<file path="src/rtl/seq_divider.sv">
// Sequential restoring divider: unsigned DW-bit dividend / VW-bit divisor, one quotient bit per clock.
// Optional SEQ_DIV_DBZ_FAST_EN: a zero divisor skips the iterations and completes on the next edge.
module seq_divider #(
    parameter int unsigned DW = 10,
    parameter int unsigned VW = 8
) (
    input  logic          clk,
    input  logic          rst,
    input  logic          start,
    input  logic [DW-1:0] dividend,
    input  logic [VW-1:0] divisor,
    output logic          ready,
    output logic          done,
    output logic [DW-1:0] quotient,
    output logic [VW-1:0] remainder,
    output logic          div_by_zero
);

    localparam int unsigned CW = $clog2(DW + 1);

    typedef enum logic [1:0] {
        IDLE,
        CALC,
        DONE
    } state_t;

    state_t        state, state_nxt;
    logic [DW-1:0] q_reg;
    logic [VW-1:0] d_reg;
    // Partial remainder is always < D between iterations, so VW bits hold it;
    // the VW+1-bit value only exists transiently as r_shift.
    logic [VW-1:0] r_reg;
    logic [CW-1:0] cnt;

    logic [VW:0]   r_shift;
    logic [VW-1:0] r_sub;
    logic          r_ge;
    logic          last_iter;

    always_comb begin
        r_shift   = {r_reg, q_reg[DW-1]};
        r_ge      = (r_shift >= {1'b0, d_reg});
        r_sub     = r_shift[VW-1:0] - d_reg;
        last_iter = (cnt == CW'(DW - 1));
    end

    always_comb begin
        state_nxt = state;
        ready     = 1'b0;
        case (state)
            IDLE: begin
                ready = 1'b1;
                if (start) begin
`ifdef SEQ_DIV_DBZ_FAST_EN
                    state_nxt = (divisor == '0) ? DONE : CALC;
`else
                    state_nxt = CALC;
`endif
                end
            end
            CALC: begin
                if (last_iter) begin
                    state_nxt = DONE;
                end
            end
            DONE: begin
                state_nxt = IDLE;
            end
            default: begin
                state_nxt = IDLE;
            end
        endcase
    end

    // Results and the done pulse are registered on the edge leaving DONE,
    // so they appear DW+1 edges after acceptance.
    always_ff @(posedge clk) begin
        if (rst) begin
            state       <= IDLE;
            q_reg       <= '0;
            d_reg       <= '0;
            r_reg       <= '0;
            cnt         <= '0;
            done        <= 1'b0;
            quotient    <= '0;
            remainder   <= '0;
            div_by_zero <= 1'b0;
        end else begin
            state <= state_nxt;
            done  <= 1'b0;
            case (state)
                IDLE: begin
                    if (start) begin
                        q_reg       <= dividend;
                        d_reg       <= divisor;
                        r_reg       <= '0;
                        cnt         <= '0;
                        div_by_zero <= 1'b0;
                    end
                end
                CALC: begin
                    r_reg <= r_ge ? r_sub : r_shift[VW-1:0];
                    q_reg <= {q_reg[DW-2:0], r_ge};
                    cnt   <= cnt + 1'b1;
                end
                DONE: begin
                    done <= 1'b1;
                    if (d_reg == '0) begin
                        quotient    <= '1;
                        remainder   <= '0;
                        div_by_zero <= 1'b1;
                    end else begin
                        quotient    <= q_reg;
                        remainder   <= r_reg;
                        div_by_zero <= 1'b0;
                    end
                end
                default: begin
                end
            endcase
        end
    end

endmodule

</file>
<file path="config.mk">
export PLATFORM = sky130hd
export DESIGN_NAME = seq_divider
export DESIGN_NICKNAME = d
export VERILOG_FILES = /design/src/rtl/seq_divider.sv
export SDC_FILE = /design/constraint.sdc
export NUM_CORES = 1
export LEC_CHECK = 0
export ABC_AREA = 1
export BUFFER_PORTS_ARGS = -buffer_cell sky130_fd_sc_hd__buf_2
export CORE_MARGIN = 2
export CORE_UTILIZATION = 49
export CTS_CLUSTER_DIAMETER = 150
export CTS_CLUSTER_SIZE = 30
export DETAILED_ROUTE_END_ITERATION = 6
export PLACE_DENSITY_LB_ADDON = 0.08
export SLEW_MARGIN = 30
export SYNTH_ARGS = -nofsm -noshare
export SYNTH_HDL_FRONTEND = slang
export SYNTH_SLANG_ARGS = --single-unit
</file>
<file path="constraint.sdc">
create_clock -name clk -period 2.5 [get_ports clk]
set_input_delay 0 -clock clk [delete_from_list [all_inputs] [get_ports clk]]
set_output_delay 0 -clock clk [all_outputs]
set_load 0.01 [all_outputs]
</file>
==> results of run 1 <==
==> worst min-delay path, delay by kind of cell <==
family | cells | cell delay, ns
AOI/OAI and AO/OA | 2 | 0.23
buffers and inverters | 1 | 0.07
==> metrics by stage <==
| stage | power (W) | setup slack [ns] |
|---|---|---|
| after floorplan | 0.00194 | 0.879 |
| after global placement | 0.00217 | 0.620 |
| after detailed placement | 0.00218 | 0.637 |
| after CTS | 0.00267 | 0.619 |
| after global routing | 0.00289 | 0.489 |
| final | 0.00268 | 0.627 |
==> layout by cell type, fill, tap and decap left out, types with 2 or more instances in the layout <==
master | netlist | layout
a21oi_1 | 33 | 33
nor2_2 | 4 | 4
clkbuf_8 | 0 | 5
nor2_1 | 13 | 13
o21ai_0 | 12 | 12
buf_2 | 3 | 41
nand2_1 | 103 | 103
nor3_1 | 3 | 3
inv_2 | 3 | 3
nand2_2 | 4 | 4
buf_4 | 4 | 4
ha_1 | 10 | 10
nand3_2 | 2 | 2
dfxtp_1 | 52 | 52
a21oi_2 | 2 | 2
a31oi_1 | 14 | 14
nand4_4 | 2 | 2
mux2i_1 | 2 | 2
dlygate4sd3_1 | 0 | 16
inv_1 | 35 | 35
xor2_1 | 3 | 3
nand3_1 | 36 | 36
nand4_1 | 2 | 2
==> path summary, 6_finish.rpt <==
kind | endpoint | start | slack [ns] | cells past startpoint
setup / recovery | r_reg[1] | d_reg[6] | 0.63 | 10
hold / removal | d_reg[6] | divisor[6] | 0.03 | 3
setup reg to reg | r_reg[1] | d_reg[6] | 0.63 | 10
hold reg to reg | remainder[7] | remainder[7] | 0.47 | 2
==> repair_timing <==
action / in CTS / in global routing
setup buffers: 0 / 0
gates resized for setup: 0 / 0
hold endpoints to repair: 16 / 0
hold buffers: 16 / 0
==> kinds of logic after synthesis <==
group	synth area share
AOI/OAI and AO/OA	0.132
muxes	0.00760
adders and majority gates	0.0551
and+or+nand+nor	0.308
DFF	0.395
xor gates and xnor gates	0.0133
buffers and inverters	0.0884
==> synth_stat cells <==
cell        n
o21bai_1    1
nor4_4      1
nor3_1      3
a21oi_1    33
dfxtp_1    52
o21ai_0    12
mux2i_1     2
clkbuf_1    4
buf_6       2
fa_1        1
buf_4       4
or2_2       1
buf_2       3
nand4_4     2
buf_1       1
inv_2       3
nand3_4     1
o32ai_1     1
nand4_1     2
nand2_2     4
a21oi_2     2
clkinv_1    1
ha_1       10
a31oi_1    14
nand2_1   103
nor2_1     13
xor2_1      3
nor2_2      4
nand3_1    36
inv_1      35
nor2_4      1
nand3_2     2
xnor2_1     1
==> layer usage <==
| metal | vias up | track usage | part of all wire |
|---|---|---|---|
| li1 | 1279 | - | - |
| met1 | 1107 | 0.292 | 0.46 |
| met2 | 66 | 0.363 | 0.49 |
| met3 | 4 | 0.0412 | 0.038 |
| met4 | 0 | 0.0643 | 0.0081 |
| met5 | - | 0 | 0 |
==> report_power, final <==
part	switching [W]	internal (W)
clock network	0.000292	0.000201
logic	0.000753	0.000456
registers	0.0000776	0.000899
==> final cells by class <==
| cell class | count | area (um^2) | share of cell area |
|---|---|---|---|
| clock buffer | 6 | 72.6 | 0.0233 |
| clock inverter | 2 | 13.8 | 0.00442 |
| inverter | 39 | 146 | 0.0470 |
| multi-input combinational | 253 | 1360 | 0.436 |
| sequential | 52 | 1040 | 0.334 |
| tap | 70 | 87.6 | 0.0281 |
| timing repair buffer | 61 | 395 | 0.127 |
==> metrics.md, run 1 <==
| Metric | Value |
|---|---|
| Final setup violation count | 0 |
| Final nets | around 440 |
| TritonCTS buffer count | 5 |
| RSZ-0062 raised after global routing | false |
| Height of the die | 77.3 um |
| Buffer depth of the longest clock path | 2 |
| Number of synthesized register bits | between 50 and 60 |
| Crit-path leading delay family | simple AND/OR/NAND/NOR gates |
| Total die area | between 0.005 and 0.006 mm^2 |
| Rows | 26 |
| Fin Clk Skew | 0.0152 ns |
| Cells after Synth | roughly 360 |
| Antenna Nets Post-Route | 0 |
| DRT Wirelength | ~6400 um |
| Fin crit period | about 1.9 ns |
| Crit end category | flip-flop |
| CTS Root Cell | clkbuf_8 |
| Initial DRT Pass Iterations | 4 |
| Seq/Total Area, Yosys | 0.395 |
| Dpl hpwl | 4400 um |
| Worst-path cell chain | inv_1, ha_1, nand2_1, nand2_1, nand2_1, nand2_1, a21oi_2, nand3_1, nand3_1, a21oi_1 |
| Remaining DRCs | 0 |
| Dpl cells | approximately 460 |
| Yosys top cell area share | 0.395 |
| Initial antenna violation count | 0 |
| Final Hold Fails | 0 |
| CP max stage cell | dfxtp_1 |
| Lkg Pwr | about 1.4 nW |
| Vias in the first global route | between 2000 and 2500 |
| WP buf/inv | 1 |
| Synth cell types | 33 |
| Global-route wire length before repair | approximately 10000 um |
| Status | finished, final reports clean |
| DR WL/cell | between 10 and 15 um |
| P per Cell Area | roughly 860 mW/mm^2 |
| Core area | about 0.0051 mm^2 |
| Worst Tran Pin Value | roughly 0.53 ns |
| # fillers | roughly 500 |
| Detailed Route Iter0 Violations | approximately 160 |
| Initial Utilization | 0.512 |
| Clk slew on worst S/H paths | roughly 0.1 ns |
| Worst EP required | ~2.7 ns |
| Critical Path AT | a little over 2 ns |
| Post-Layout Inst Area | roughly 0.0031 mm^2 |
| Buffers on Ports | 41 |
| Final Max Tran Viols | 0 |
| DR vias | about 2500 |
| Largest net degree at the start of global routing | 39 |
| Worst min path class | input port to flip-flop |
| Main area contributors after synthesis | dfxtp_1 (40%), nand2_1 (15%), nand3_1 (6.8%), a21oi_1 (6.3%), inv_1 (5.0%) |
| Gr usage total | 0.220 |
| Syn-to-layout area delta | 18.3% |
| Highest Clock Rate | ~0.53 GHz |
| GPL Wtd Cong | ~0.95 |
| Post-Route Utilization | 0.606 |
| Die extent in x | between 70 and 80 um |
| Sink Count | 52 |
| Io pins | 42 |
| CP Max Fanout | 8 |
| Max-cap violations | 0 |
| Syn_area_per_cell | approximately 7.4 um^2 |
| Htree depth | 2 |
| Post-Syn Nets | between 300 and 400 |
| Hold slack | 0.0340 ns |
| # diodes | 0 |
| Area leader, netlist | dfxtp_1 |
| CP peak stage delay | between 0.3 and 0.4 ns |
| Rel. slew slack | 0.644 |
| Latest clock arrival within the worst-skew pair | just over 0.3 ns |
| Synthesized area | around 0.0026 mm^2 |
| Placed cell area | 0.00287 mm^2 |
| Layout cell share with drive strength beyond 1 | 0.177 |
| Gr ovfl total | 0 |
| TNS Setup | 0 ns |
| Fin crit share | 0.749 |
| CTS tree | built |
| Post-DR vias/cell | just over 5 |
| Synth warn | 0 |
| Setup crit start kind | flip-flop |
| Maximum ir drop on the vdd rail | about 0.48 mV |
| WS Path Type | flip-flop to flip-flop |
| Layout Cells excl Fill | 483 |
| Most frequent CP cell | nand2_1 |
Power figures use the tool's default switching activity.
==> inputs of run 2 (changes only) <==
Clock period 2.5 ns to 1.8 ns, I/O delays scaled along.
==> metrics.md, run 2 (synthesized netlist as in run 1, its figures left out) <==
| Metric | Value |
|---|---|
| Max-cap violations | 0 |
| TritonCTS buffer count | 5 |
| RR Endpoint | r_reg[6] |
| Core area | between 0.005 and 0.006 mm^2 |
| Critical Path AT | around 1.9 ns |
| Post-Layout Inst Area | about 0.0034 mm^2 |
| Worst EP required | around 2 ns |
| Worst-path cell chain | inv_1, ha_1, fa_2, inv_1, nand2_1, nand3_1, nand2_1, nand2_1, nand2_1, nand3_1, a21oi_2 |
| CTS tree | built |
| Crit end category | flip-flop |
| CP max stage cell | fa_2 |
| Worst min path class | input port to flip-flop |
| Highest Clock Rate | 0.587 GHz |
| Commonest cells after routing, fill and taps aside | nand2_1 (99), dfxtp_1 (45), buf_2 (41) |
| Io pins | 42 |
| Initial Utilization | 0.512 |
| Worst r2r path cells | 11 |
| Most frequent CP cell | nand2_1 |
| # diodes | 0 |
| Gr ovfl total | 0 |
| Worst Tran Pin Value | ~0.53 ns |
| Height of the die | 77.3 um |
| Detailed Route Iter0 Violations | approximately 120 |
| Global-route wire length before repair | roughly 11000 um |
| Remaining DRCs | 0 |
| CP Launch Point | q_reg[9] |
| Layout cell share with drive strength beyond 1 | 0.262 |
| Syn-to-layout area delta | 29.0% |
| Lkg Pwr | between 1 and 1.5 nW |
| DR vias | approximately 2600 |
| Total die area | between 0.005 and 0.006 mm^2 |
| P per Cell Area | 1290 mW/mm^2 |
| CP endpoint | r_reg[6] |
| Final Hold Fails | 0 |
| Initial DRT Pass Iterations | 5 |
| Rel. slew slack | 0.644 |
| WS Path Type | flip-flop to flip-flop |
| Fin Clk Skew | 0.00610 ns |
| CTS Root Cell | clkbuf_8 |
| Clk slew on worst S/H paths | approximately 0.10 ns |
| Flop-to-flop setup slack | around 0.096 ns |
| CP Max Fanout | 3 |
| Most common cell after layout, fill and taps aside | nand2_1 |
| Largest net degree at the start of global routing | 39 |
| DRT Wirelength | 6710 um |
| Buffer depth of the longest clock path | 2 |
| Rows | 26 |
| Setup crit start kind | flip-flop |
| Die extent in x | just under 80 um |
| Maximum ir drop on the vdd rail | between 0.8 and 0.9 mV |
| CP peak stage delay | roughly 0.38 ns |
| Final nets | 455 |
| Final Max Tran Viols | 0 |
| Htree depth | 2 |
| Final setup violation count | 0 |
| Post-DR vias/cell | about 5.2 |
| Worst R2R Start | q_reg[9] |
| Vias in the first global route | 2365 |
| DR WL/cell | roughly 14 um |
| GPL Wtd Cong | around 0.9 |
| Fin crit share | 0.947 |
| Latest clock arrival within the worst-skew pair | 0.31 ns |
| Gr usage total | 0.228 |
| Dpl hpwl | 4430 um |
| Status | finished, final reports clean |
| Fin crit period | about 1.7 ns |
| Placed cell area | ~0.0029 mm^2 |
| Hold slack | 0.0463 ns |
| Antenna Nets Post-Route | 0 |
| Buffers on Ports | between 40 and 50 |
| Sink Count | 52 |
| RSZ-0062 raised after global routing | false |
| Initial antenna violation count | 0 |
run 2: changes by cell type in the layout (fill, tap and decap cells not counted), sizes merged:
cell,previous run,this run
bufinv,0,1
nand4,4,5
buf,45,54
clkbuf,6,5
dlygate4sd3,16,17
run 2: critical path: cells and delay by family (launching register included):
kind	cells	cell delay [ns]
DFF	1	0.35
buffers and inverters	2	0.13
AOI/OAI and AO/OA	1	0.05
and+or+nand+nor	6	0.46
adders and majority gates	2	0.60
run 2: how the worst min path moves through the flow:
stage / startpoint / cells past startpoint / slack (ns) / endpoint
finish: divisor[6] / 3 / 0.05 / d_reg[6]
global route: divisor[6] / 3 / 0.07 / d_reg[6]
CTS: divisor[6] / 3 / 0.03 / d_reg[6]
detailed placement: dividend[0] / 3 / 0.26 / q_reg[0]
global placement: dividend[0] / 3 / 0.25 / q_reg[0]
floorplan: dividend[0] / 2 / 0.15 / q_reg[0]
run 2: per-stage QoR:
| step | std cells | util | TNS, ns | setup slack [ns] | total power (W) |
|---|---|---|---|---|---|
| finish | 494 | 0.661 | 0 | 0.0958 | 0.00439 |
| global route | 494 | 0.661 | 0 | 0.00125 | 0.00470 |
| global placement | 467 | 0.570 | -0.0287 | -0.0287 | 0.00306 |
| floorplan | 358 | - | 0 | 0.179 | 0.00270 |
| CTS | 492 | 0.628 | -0.00340 | -0.00340 | 0.00398 |
| detailed placement | 467 | 0.570 | -0.0167 | -0.0167 | 0.00306 |
run 2: metal layers:
metal	up-vias	share of wire	track usage
met4	0	0.012	0.0482
li1	1312	-	-
met3	9	0.032	0.0365
met1	1203	0.48	0.301
met5	-	0	0
met2	45	0.48	0.393
run 2: layout make-up:
cell class / count / area, um^2
clock buffer: 5 / 68.8
clock inverter: 3 / 46.3
fill: 481 / 1740
inverter: 39 / 146
multi-input combinational: 254 / 1520
sequential: 52 / 1050
tap: 70 / 87.6
timing repair buffer: 71 / 473
run 2: repair_timing:
item,CTS,global route
hold buffers,17,0
buffers inserted,0,1
setup endpoints to repair,1,9
resized for setup,3,34
pin swaps,0,4
cloned,0,1
endpoints found under the hold margin,17,0
run 2: where the power goes:
group,switching [W],internal (W)
clock network,0.000426,0.000422
registers,0.000108,0.00125
logic,0.00129,0.000898
